## src/rtl/mouse_button_if.sv

```systemverilog
// Button-to-draw-logic signal bundle: raw button level in, debounced pulse/level/count out.
interface mouse_button_if #(
    parameter int COUNT_WIDTH = 8
);
    logic                   button_raw;
    logic                   mouse_pressed_;
    logic                   held_;
    logic [COUNT_WIDTH-1:0] press_count;

    modport master (
        output button_raw,
        input  mouse_pressed_, held_, press_count
    );

    modport slave (
        input  button_raw,
        output mouse_pressed_, held_, press_count
    );
endinterface

```

## src/rtl/mouse_button.sv

```systemverilog
// Synchronises and debounces a raw button line; emits a one-cycle press pulse,
// a held level and a wrapping press counter.
module mouse_button #(
    parameter int DEBOUNCE_CYCLES = 4,
    parameter int COUNT_WIDTH     = 8
) (
    input  logic           clock,
    input  logic           reset_,
    mouse_button_if.slave  bus
);
    localparam int CW = $clog2(DEBOUNCE_CYCLES + 1);
    localparam logic [CW-1:0] LAST = CW'(DEBOUNCE_CYCLES - 1);

    typedef enum logic [1:0] {IDLE, PRESS_WAIT, HELD, RELEASE_WAIT} state_t;

    state_t                 state, state_nxt;
    logic [CW-1:0]          cnt, cnt_nxt;
    logic                   pulse_nxt;
    logic                   sync1, sync2;
    logic                   pulse_r, held_r;
    logic [COUNT_WIDTH-1:0] count_r;

    always_ff @(posedge clock or posedge reset_) begin
        if (reset_) begin
            state <= IDLE;
            cnt   <= '0;
        end else begin
            state <= state_nxt;
            cnt   <= cnt_nxt;
        end
    end

    always_comb begin
        state_nxt = state;
        cnt_nxt   = cnt;
        pulse_nxt = 1'b0;
        unique case (state)
            IDLE: begin
                if (sync2) begin
                    if (DEBOUNCE_CYCLES == 1) begin
                        state_nxt = HELD;
                        pulse_nxt = 1'b1;
                    end else begin
                        state_nxt = PRESS_WAIT;
                        cnt_nxt   = CW'(1);
                    end
                end
            end
            PRESS_WAIT: begin
                if (!sync2) begin
                    state_nxt = IDLE;
                    cnt_nxt   = '0;
                end else if (cnt == LAST) begin
                    state_nxt = HELD;
                    cnt_nxt   = '0;
                    pulse_nxt = 1'b1;
                end else begin
                    cnt_nxt = cnt + 1'b1;
                end
            end
            HELD: begin
                if (!sync2) begin
                    if (DEBOUNCE_CYCLES == 1) begin
                        state_nxt = IDLE;
                    end else begin
                        state_nxt = RELEASE_WAIT;
                        cnt_nxt   = CW'(1);
                    end
                end
            end
            RELEASE_WAIT: begin
                // A high sample aborts the release without re-announcing the press.
                if (sync2) begin
                    state_nxt = HELD;
                    cnt_nxt   = '0;
                end else if (cnt == LAST) begin
                    state_nxt = IDLE;
                    cnt_nxt   = '0;
                end else begin
                    cnt_nxt = cnt + 1'b1;
                end
            end
            default: begin
                state_nxt = IDLE;
                cnt_nxt   = '0;
            end
        endcase
    end

    always_ff @(posedge clock or posedge reset_) begin
        if (reset_) begin
            sync1   <= 1'b0;
            sync2   <= 1'b0;
            pulse_r <= 1'b0;
            held_r  <= 1'b0;
            count_r <= '0;
        end else begin
            sync1   <= bus.button_raw;
            sync2   <= sync1;
            pulse_r <= pulse_nxt;
            held_r  <= (state_nxt == HELD) || (state_nxt == RELEASE_WAIT);
            if (pulse_nxt)
                count_r <= count_r + 1'b1;
        end
    end

    assign bus.mouse_pressed_ = pulse_r;
    assign bus.held_          = held_r;
    assign bus.press_count    = count_r;
endmodule

```

## src/flat_wrapper.sv

```systemverilog
// flat-port wrapper written by rule: the top's interface ports become plain ports
module mouse_button_flat 
#(
    parameter int DEBOUNCE_CYCLES = 4,
    parameter int COUNT_WIDTH     = 8
)
  (clock, reset_, bus_button_raw, bus_mouse_pressed_, bus_held_, bus_press_count);
  mouse_button_if #(.COUNT_WIDTH(COUNT_WIDTH)) bus_i ();
  input  logic clock;
  input  logic reset_;
  input wire logic [$bits(bus_i.button_raw)-1:0] bus_button_raw;
  output wire logic [$bits(bus_i.mouse_pressed_)-1:0] bus_mouse_pressed_;
  output wire logic [$bits(bus_i.held_)-1:0] bus_held_;
  output wire logic [$bits(bus_i.press_count)-1:0] bus_press_count;
  assign bus_i.button_raw = bus_button_raw;
  assign bus_mouse_pressed_ = bus_i.mouse_pressed_;
  assign bus_held_ = bus_i.held_;
  assign bus_press_count = bus_i.press_count;
  mouse_button #(.DEBOUNCE_CYCLES(DEBOUNCE_CYCLES), .COUNT_WIDTH(COUNT_WIDTH)) u_core (.clock(clock), .reset_(reset_), .bus(bus_i));
endmodule
```

## config.mk

```make
export PLATFORM = sky130hd
export DESIGN_NAME = mouse_button_flat
export DESIGN_NICKNAME = d
export VERILOG_FILES = /design/src/rtl/mouse_button_if.sv /design/src/rtl/mouse_button.sv /design/src/flat_wrapper.sv
export SDC_FILE = /design/constraint.sdc
export NUM_CORES = 1
export LEC_CHECK = 0
export ABC_AREA = 1
export BUFFER_PORTS_ARGS = -buffer_cell sky130_fd_sc_hd__buf_4
export CELL_PAD_IN_SITES_DETAIL_PLACEMENT = 0
export CELL_PAD_IN_SITES_GLOBAL_PLACEMENT = 2
export CORE_ASPECT_RATIO = 0.7
export CORE_UTILIZATION = 29
export CTS_CLUSTER_SIZE = 16
export DETAILED_ROUTE_END_ITERATION = 12
export PLACE_DENSITY_LB_ADDON = 0.25
export SYNTH_ARGS = -nofsm -noshare
export SYNTH_HDL_FRONTEND = slang
export SYNTH_SLANG_ARGS = --single-unit
```

## constraint.sdc

```tcl
create_clock -name clock -period 1.4 [get_ports clock]
set_clock_uncertainty 0.15 [all_clocks]
set_input_delay 0.14 -clock clock [delete_from_list [all_inputs] [get_ports clock]]
set_output_delay 0.14 -clock clock [all_outputs]
set_load 0.05 [all_outputs]
```

==> flow_metrics.env, run 1 <==
export IMPL_first_iter_violations=42
export IMPL_r2r_start="u_core.cnt[1]"
export IMPL_p_sw_w=0.000607
export IMPL_synthToLayoutAreaGrowth_pct=31.9
export IMPL_synth_avg_cell_area_um2=8.68
export IMPL_r2r_slack_ps=-30
export IMPL_insertion_delay_ps=250
export IMPL_yosys_area_share_simple=0.295
export IMPL_worstMarginPinSlew_ps=226
export IMPL_yosysUniqueCellTypes=15
export IMPL_core_area_um2=2550
export IMPL_arrival_ps=1460
export IMPL_rsz0062_at_grt="true"
export IMPL_finalCritPeriodShare=1.02
export IMPL_p_leak_nw=0.523
export IMPL_slowest_delay_ps=360
export IMPL_synth_xor_area_frac=0.0419
export IMPL_cts_sinks=17
export IMPL_crit_top_cell="nor2_4"
export IMPL_synth_adder_area_share=0.0310
export IMPL_startpoint="u_core.cnt[1]"
export IMPL_place_gp_congestion=0.843
export IMPL_drtPass1Iterations=4
export IMPL_netlist_area_um2=807
export IMPL_finalHoldViolations=0
export IMPL_synth_compound_area_frac=0.0403
export IMPL_io_pins=13
export IMPL_reg2regPathDepth=7
export IMPL_power_frac_comb=0.347
export IMPL_grt_pass1_wl_um=2640
export IMPL_final_common_cell="nand2_1"
export IMPL_postRouteWirelength_um=1540
export IMPL_p_per_area_nw_per_um2=1520
export IMPL_setup_viol=4
export IMPL_worstPathMaxFanout=6
export IMPL_synth_mux_area_frac=0
export IMPL_crit_chain="ha_2, inv_2, nor2_4, nand2_4, nor2_4, buf_4, xor2_2"
export IMPL_ctsLongestPathBuffers=2
export IMPL_h_tree_depth=1
export IMPL_vias=641
export IMPL_multi_input_area_um2=337
export IMPL_seqCellArea_um2=432
export IMPL_start_kind="flop"
export IMPL_nNetsFinal=123
export IMPL_final_layout_size_suffix_gt1_frac=0.316
export IMPL_antenna_found_initial=0
export IMPL_n_antenna_cell=0
export IMPL_portBuffers=12
export IMPL_ys_seq_area_frac=0.527
export IMPL_syn_inst=93
export IMPL_overflow=0
export IMPL_p_int_w=0.00101
export IMPL_cts_made_buffers=3
export IMPL_seq_power_share=0.431
export IMPL_stdcell_count=151
export IMPL_ys_warn_count=0
export IMPL_syn_nets=98
export IMPL_wl_per_cell_um=10.2
export IMPL_grt_max_degree=18
export IMPL_hp_class="reg -> reg"
export IMPL_grt_usage=0.125
export IMPL_fillers=274
export IMPL_swShare=0.375
export IMPL_dpl_cell_count=143
export IMPL_fp_dieArea_um2=3000
export IMPL_viasPerCell=4.25
export IMPL_drv_cap=0
export IMPL_critical_path_slowest_cell="dfrtp_1"
export IMPL_crit_required_ps=1430
export IMPL_hpwlAfterDp_um=1140
export IMPL_post_route_min_period_ps=1430
export IMPL_drv_slew=0
export IMPL_drc=0
export IMPL_finalWorstSetupSlack_ps=-33.3
export IMPL_grt_pass1_vias=566
export IMPL_cts_root_buf="clkbuf_8"
export IMPL_start_util=0.316
export IMPL_endpoint_kind="flop"
export IMPL_clockPowerShare=0.222
export IMPL_slew_headroom=0.849
export IMPL_max_freq_mhz=698
export IMPL_path_clk_slew_ps=70
export IMPL_cts_tree="yes"
export IMPL_rows=15
export IMPL_die_y_um=46.1
export IMPL_regToRegEndpoint="u_core.bus.press_count[0]"
export IMPL_ys_ff_latch=17
export IMPL_vdd_ir_drop_max_v=0.000683
export IMPL_synth_top_family_by_area="simple AND/OR/NAND/NOR gates"
export IMPL_die_w_um=65.1
export IMPL_cp_endpoint="u_core.bus.press_count[0]"
export IMPL_ant_nets=0
export IMPL_status="complete, but fails checks"
export IMPL_place_ws_ps=14.6
export IMPL_layout_common_cells="nand2_1, buf_4, dfrtp_1"
export IMPL_path_class="reg -> reg"
export IMPL_violations="negative setup slack"
[critical path: cells and delay by family (launching register included)]
family	cells	cell delay (ps)
adders and majority gates	1	170
buffers and inverters	2	220
DFF	1	360
xor gates and xnor gates	1	120
and+or+nand+nor	3	340
[sequential cells by signal, indices dropped and copies added (netlist names)]
register	flops
u_core.sync1	1
u_core.bus.held_	1
u_core.sync2	1
u_core.state	2
u_core.cnt	3
u_core.bus.press_count	8
u_core.bus.mouse_pressed_	1
[cell usage after synthesis]
cell type | number | area (µm²)
nand2_4 | 1 | 11.3
o21ai_0 | 5 | 25.0
nand3_1 | 7 | 35.0
inv_2 | 1 | 3.75
a21boi_0 | 1 | 7.51
nor2_4 | 2 | 22.5
xor2_2 | 1 | 16.3
inv_1 | 10 | 37.5
ha_1 | 2 | 25.0
buf_6 | 1 | 11.3
dfrtp_1 | 17 | 425
nand2_1 | 37 | 139
nor2_1 | 4 | 15.0
xnor2_1 | 2 | 17.5
nand3b_1 | 2 | 15.0
[worst min-delay path by stage]
stage	startpoint	to	cells past startpoint
final	u_core.sync1	u_core.sync2	0
after global routing	u_core.sync1	u_core.sync2	0
after CTS	u_core.sync1	u_core.sync2	0
after detailed placement	reset_	u_core.bus.mouse_pressed_	3
after global placement	reset_	u_core.sync1	3
after floorplan	reset_	u_core.bus.held_	1
[metrics by stage]
stage | hold slack (ps) | area [µm²] | setup TNS, ps | util | total power, W
final | 210 | 1060 | -49.8 | 0.417 | 0.00162
after CTS | 215 | 1040 | 0 | 0.408 | 0.00160
after floorplan | -84.3 | 816 | -13.8 | - | 0.00107
after global routing | 230 | 1060 | -702 | 0.417 | 0.00174
after global placement | 24.4 | 975 | 0 | 0.382 | 0.00123
after detailed placement | 27.5 | 975 | 0 | 0.382 | 0.00122
[kinds of logic (layout without fill, tap and decap cells)]
kind of cell               after synthesis  after routing
DFF                                     17             17
and+or+nand+nor                         53             53
buffers and inverters                   12             36
xor gates and xnor gates                 3              3
adders and majority gates                2              2
AOI/OAI and AO/OA                        6              6
[cell type report]
cell class,count,area share
Tap cell,34,0.0400
Timing Repair Buffer,21,0.156
Clock buffer,3,0.0388
Sequential cell,17,0.405
Clock inverter,1,0.00470
Multi-Input combinational cell,64,0.316
Inverter,11,0.0388
[metal layers]
metal	part of all wire	up-vias	GRT usage
met2	0.38	16	0.163
met5	0	-	0
li1	-	335	-
met3	0.054	2	0.0446
met1	0.56	288	0.188
met4	0.0071	0	0.0391
[power groups by stage]
stage	sequential [W]	combinational, W	clock, W
3_5_place_dp	0.000707	0.000514	0
4_1_cts	0.000700	0.000519	0.000377
2_1_floorplan	0.000839	0.000230	0
5_1_grt	0.000712	0.000636	0.000397
6_report	0.000698	0.000563	0.000359
3_3_place_gp	0.000707	0.000519	0
[what timing repair did]
| item | in CTS | in global routing |
|---|---|---|
| pin swaps | 0 | 1 |
| hold endpoints to repair | 18 | 0 |
| setup endpoints to repair | 1 | 10 |
| setup buffers | 0 | 2 |
| gates resized for setup | 1 | 4 |
| cloned | 0 | 0 |
| hold buffers | 2 | 0 |
Power figures use the tool's default switching activity.
==> run 2, diff against run 1 <==
--- a/config.mk
+++ b/config.mk
@@ -17,3 +17,4 @@
 export SYNTH_ARGS = -nofsm -noshare
 export SYNTH_HDL_FRONTEND = slang
 export SYNTH_SLANG_ARGS = --single-unit
+export TNS_END_PERCENT = 30
==> constraint.sdc (replaced) <==
create_clock -name clock -period 1.4 [get_ports clock]
set_clock_uncertainty 0.15 [all_clocks]
set_input_delay 0.14 -clock clock [delete_from_list [all_inputs] [get_ports clock]]
set_output_delay 0.14 -clock clock [all_outputs]
set_load 0.005 [all_outputs]
==> run 2 against run 1 <==
Net effect: the run still ends with negative setup slack left; die area is the same; count of clock-buffer cells in the layout grew 1; non-clock buffer count grew 1; largest cell class unchanged; cell count grew 0.66%; global-route usage grew 0.18 points; wire length grew 7.8%; first-iteration DRC count shrank 67%.
==> flow_metrics.env, run 2 (synthesis gave the netlist of run 1 again) <==
export IMPL_status="complete, but fails checks"
export IMPL_violations="negative setup slack"
export IMPL_holdWs_ps=200
export IMPL_crit_required_ps=1430
export IMPL_path_class="reg -> reg"
export IMPL_fp_dieArea_um2=3000
export IMPL_worstMarginPinSlew_ps=224
export IMPL_p_per_area_nw_per_um2=1400
export IMPL_fillers=265
export IMPL_finalHoldViolations=0
export IMPL_critPathTopFamily="flip-flops"
export IMPL_viasPerCell=4.20
export IMPL_place_area_um2=981
export IMPL_grt_max_degree=18
export IMPL_slowest_delay_ps=360
export IMPL_final_common_cell="nand2_1"
export IMPL_vias=638
export IMPL_setup_viol=1
export IMPL_cts_made_buffers=3
export IMPL_finalWorstSetupSlack_ps=-9.37
export IMPL_ant_nets=0
export IMPL_seqCellArea_um2=425
export IMPL_critical_path_slowest_cell="dfrtp_1"
export IMPL_cts_sinks=17
export IMPL_first_iter_violations=14
export IMPL_max_freq_mhz=710
export IMPL_rsz0062_at_grt="true"
export IMPL_die_y_um=46.1
export IMPL_p_leak_nw=0.537
export IMPL_drv_cap=0
export IMPL_worstPathMaxFanout=6
export IMPL_finalCritPeriodShare=1.01
export IMPL_layout_common_cells="nand2_1, buf_4, dfrtp_1"
export IMPL_antenna_found_initial=0
export IMPL_grt_pass1_wl_um=2630
export IMPL_crit_chain="ha_1, inv_2, nor2_4, nand2_4, nor2_4, buf_4, xor2_2"
export IMPL_overflow=0
export IMPL_vdd_ir_drop_max_v=0.000732
export IMPL_insertion_delay_ps=250
export IMPL_n_antenna_cell=0
export IMPL_endpoint_kind="flop"
export IMPL_arrival_ps=1440
export IMPL_drv_slew=0
export IMPL_crit_top_cell="nor2_4"
export IMPL_rows=15
export IMPL_drtPass1Iterations=3
export IMPL_start_kind="flop"
export IMPL_critPathBufInv=2
export IMPL_multi_input_area_um2=329
export IMPL_largest_reg_flops=8
export IMPL_final_layout_size_suffix_gt1_frac=0.246
export IMPL_slew_headroom=0.851
export IMPL_hp_class="reg -> reg"
export IMPL_core_area_um2=2550
export IMPL_grt_usage=0.127
export IMPL_hpwlAfterDp_um=1220
export IMPL_cts_tree="yes"
export IMPL_start_util=0.316
export IMPL_h_tree_depth=1
export IMPL_synthToLayoutAreaGrowth_pct=31.0
export IMPL_ctsLongestPathBuffers=2
export IMPL_portBuffers=12
export IMPL_grt_pass1_vias=540
export IMPL_die_w_um=65.1
export IMPL_nNetsFinal=124
export IMPL_post_route_min_period_ps=1410
export IMPL_postRouteWirelength_um=1660
export IMPL_io_pins=13
export IMPL_cts_root_buf="clkbuf_8"
export IMPL_path_clk_slew_ps=70
export IMPL_place_gp_congestion=0.800
export IMPL_wl_per_cell_um=10.9
export IMPL_final_cell_area_um2=1060
export IMPL_drc=0
[run 2: routing by layer]
layer	track usage	share of wire
met5	0	0
met4	0.0391	0.0060
met3	0.0594	0.044
met2	0.163	0.40
met1	0.183	0.55
[run 2: path summary, 6_finish.rpt]
kind | cells after the start | slack [ps] | startpoint | end
max in group asynchronous | 4 | 600 | reset_ | u_core.cnt[2]
worst max-delay path | 7 | -9 | u_core.cnt[0] | u_core.bus.press_count[0]
worst min-delay path | 0 | 200 | u_core.sync1 | u_core.sync2
min in group asynchronous | 4 | 300 | reset_ | u_core.bus.press_count[7]
worst max register to register | 7 | -9 | u_core.cnt[0] | u_core.bus.press_count[0]
worst min register to register | 0 | 200 | u_core.sync1 | u_core.sync2
[run 2: repair_timing]
item / CTS / global route
buffers inserted: 1 / 0
cloned: 0 / 0
hold buffers: 2 / 0
setup endpoints to repair: 7 / 8
hold endpoints to repair: 18 / 0
resized for setup: 1 / 1
pin swaps: 1 / 1
[run 2: worst register-to-register path, cell delays in order, from the launching register on]
cell and delay, ps:
dfrtp_1 360, ha_1 170, inv_2 50, nor2_4 100
nand2_4 60, nor2_4 160, buf_4 170, xor2_2 120
[run 2: report_power, final]
part / internal [W] / leakage, nW / total [W] / switching, W
combinational: 0.000222 / 0.291 / 0.000451 / 0.000229
clock: 0.000202 / 0.0228 / 0.000365 / 0.000164
sequential: 0.000593 / 0.223 / 0.000663 / 0.0000698
[run 2: final cells by class]
| class | instances | area share |
|---|---|---|
| Sequential cell | 17 | 0.402 |
| Multi-Input combinational cell | 64 | 0.311 |
| Timing Repair Buffer | 22 | 0.164 |
| Clock buffer | 4 | 0.0426 |
| Tap cell | 34 | 0.0402 |
| Inverter | 11 | 0.0391 |
[run 2: through the flow]
step	setup TNS (ps)	cells	util	total power, W	setup WS, ps
floorplan	0	93	-	0.000915	72.5
global placement	0	145	0.384	0.00109	52.4
detailed placement	-99.3	145	0.384	0.00110	-32.6
CTS	-54.6	152	0.413	0.00151	-26.0
global route	-633	152	0.414	0.00159	-111
finish	-9.37	152	0.414	0.00148	-9.37
==> run 3, diff against run 2 <==
--- a/config.mk
+++ b/config.mk
@@ -10,10 +10,11 @@
 export CELL_PAD_IN_SITES_DETAIL_PLACEMENT = 0
 export CELL_PAD_IN_SITES_GLOBAL_PLACEMENT = 2
 export CORE_ASPECT_RATIO = 0.7
+export CORE_MARGIN = 3
 export CORE_UTILIZATION = 29
 export CTS_CLUSTER_SIZE = 16
 export DETAILED_ROUTE_END_ITERATION = 12
-export PLACE_DENSITY_LB_ADDON = 0.25
+export PLACE_DENSITY = 0.81
 export SYNTH_ARGS = -nofsm -noshare
 export SYNTH_HDL_FRONTEND = slang
 export SYNTH_SLANG_ARGS = --single-unit
==> constraint.sdc (replaced) <==
create_clock -name clock -period 1.2 [get_ports clock]
set_clock_uncertainty 0.15 [all_clocks]
set_input_delay 0.12 -clock clock [delete_from_list [all_inputs] [get_ports clock]]
set_output_delay 0.12 -clock clock [all_outputs]
set_load 0.005 [all_outputs]
==> run 3 against run 2 <==
Net effect: the flow still finishes with violations (negative setup slack); die area grew 15%; register-to-register slack lost 220 ps; critical path depth is the same; non-clock buffer count grew 11; wire length grew 2.8%; setup slack lost 220 ps; total power grew 28%; count of clock-buffer cells in the layout is the same.
==> flow_metrics.env, run 3 (synthesis gave the netlist of run 1 again) <==
export IMPL_status="complete, but fails checks"
export IMPL_violations="negative setup slack"
export IMPL_io_pins=13
export IMPL_vdd_ir_drop_max_v=0.000814
export IMPL_regToRegEndpoint="u_core.bus.press_count[0]"
export IMPL_grt_usage=0.111
export IMPL_hp_class="reg -> reg"
export IMPL_hold_depth=0
export IMPL_rsz0062_at_grt="true"
export IMPL_grt_pass1_wl_um=2970
export IMPL_crit_required_ps=1230
export IMPL_drtPass1Iterations=4
export IMPL_p_per_area_nw_per_um2=1590
export IMPL_p_leak_nw=0.599
export IMPL_arrival_ps=1450
export IMPL_max_freq_mhz=701
export IMPL_insertion_delay_ps=250
export IMPL_final_common_cell="nand2_1"
export IMPL_min_delay_start="u_core.sync1"
export IMPL_fin_setup_tns_ps=-2070
export IMPL_finalPower_w=0.00190
export IMPL_slew_headroom=0.854
export IMPL_nNetsFinal=135
export IMPL_path_clk_slew_ps=60
export IMPL_holdWs_ps=199
export IMPL_worstPathMaxFanout=6
export IMPL_critical_path_slowest_cell="dfrtp_1"
export IMPL_endpoint_kind="flop"
export IMPL_first_iter_violations=43
export IMPL_place_ws_ps=-206
export IMPL_r2r_start="u_core.cnt[1]"
export IMPL_rows=15
export IMPL_antenna_found_initial=0
export IMPL_place_gp_congestion=0.759
export IMPL_grt_pass1_vias=616
export IMPL_final_layout_size_suffix_gt1_frac=0.349
export IMPL_grt_max_degree=18
export IMPL_ant_nets=0
export IMPL_ctsLongestPathBuffers=2
export IMPL_layout_common_cells="nand2_1, buf_4, dfrtp_1"
export IMPL_synthToLayoutAreaGrowth_pct=48.1
export IMPL_slowest_delay_ps=360
export IMPL_drv_cap=0
export IMPL_cts_sinks=17
export IMPL_hpwlAfterDp_um=1290
export IMPL_fillers=266
export IMPL_finalCritPeriodShare=1.19
export IMPL_fp_dieArea_um2=3460
export IMPL_h_tree_depth=1
export IMPL_largest_reg_flops=8
export IMPL_reg2regPathDepth=7
export IMPL_worstMarginPinSlew_ps=219
export IMPL_finalWorstSetupSlack_ps=-226
export IMPL_r2r_slack_ps=-230
export IMPL_path_class="reg -> reg"
export IMPL_finalHoldViolations=0
export IMPL_wl_per_cell_um=10.5
export IMPL_crit_top_cell="nor2_4"
export IMPL_cts_made_buffers=3
export IMPL_overflow=0
export IMPL_postRouteWirelength_um=1710
export IMPL_die_y_um=50.1
export IMPL_core_area_um2=2550
export IMPL_drv_slew=0
export IMPL_crit_chain="ha_2, inv_2, nor2_4, nand2_4, nor2_4, buf_6, xor2_2"
export IMPL_setup_viol=13
export IMPL_post_route_min_period_ps=1430
export IMPL_cts_root_buf="clkbuf_8"
export IMPL_die_w_um=69.1
export IMPL_hold_end="u_core.sync2"
export IMPL_critPathBufInv=2
export IMPL_viasPerCell=4.18
export IMPL_critPathTopFamily="flip-flops"
export IMPL_drc=0
export IMPL_portBuffers=12
export IMPL_start_kind="flop"
export IMPL_vias=682
export IMPL_start_util=0.316
export IMPL_n_antenna_cell=0
export IMPL_cts_tree="yes"
## run 3: area by class of cell
| type | instances | area (µm²) | share of cell area |
|---|---|---|---|
| Tap cell | 34 | 42.5 | 0.0356 |
| Sequential cell | 17 | 427 | 0.357 |
| Timing Repair Buffer | 33 | 298 | 0.249 |
| Inverter | 11 | 41.3 | 0.0346 |
| Multi-Input combinational cell | 64 | 342 | 0.286 |
| Clock buffer | 4 | 45.0 | 0.0377 |
## run 3: where the power goes
part | switching, W | total (W) | internal [W] | leakage (nW)
Clock | 0.000182 | 0.000417 | 0.000235 | 0.0228
Combinational | 0.000313 | 0.000698 | 0.000385 | 0.355
Sequential | 0.0000880 | 0.000781 | 0.000693 | 0.221
## run 3: worst max path at each step
| stage | startpoint | end | slack (ps) | cells past startpoint |
|---|---|---|---|---|
| final | u_core.cnt[1] | u_core.bus.press_count[0] | -230 | 7 |
| after global routing | u_core.cnt[0] | u_core.bus.press_count[4] | -330 | 8 |
| after CTS | u_core.cnt[0] | u_core.bus.press_count[0] | -220 | 7 |
| after detailed placement | u_core.cnt[0] | u_core.bus.press_count[4] | -210 | 8 |
| after global placement | u_core.cnt[1] | u_core.bus.press_count[0] | -160 | 7 |
| after floorplan | u_core.cnt[0] | u_core.bus.press_count[5] | -130 | 9 |
## run 3: timing repair
item | CTS | global route
setup endpoints to repair | 17 | 21
endpoints found under the hold margin | 18 | 0
hold buffers | 2 | 0
setup buffers | 1 | 1
resized for setup | 8 | 13
## run 3: per-stage QoR
step / utilization / instance area [µm²] / cells
final: 0.468 / 1190 / 163
after global routing: 0.468 / 1190 / 163
after CTS: 0.449 / 1150 / 162
after detailed placement: 0.414 / 1060 / 155
after global placement: 0.414 / 1060 / 155
after floorplan: - / 807 / 93
## run 3: routing by layer
layer,wire (µm),global-route usage,up-vias
li1,-,-,361
met1,908,0.174,305
met2,710,0.134,16
met3,91,0.0380,0
met4,0,0.0390,0
met5,0,0,-
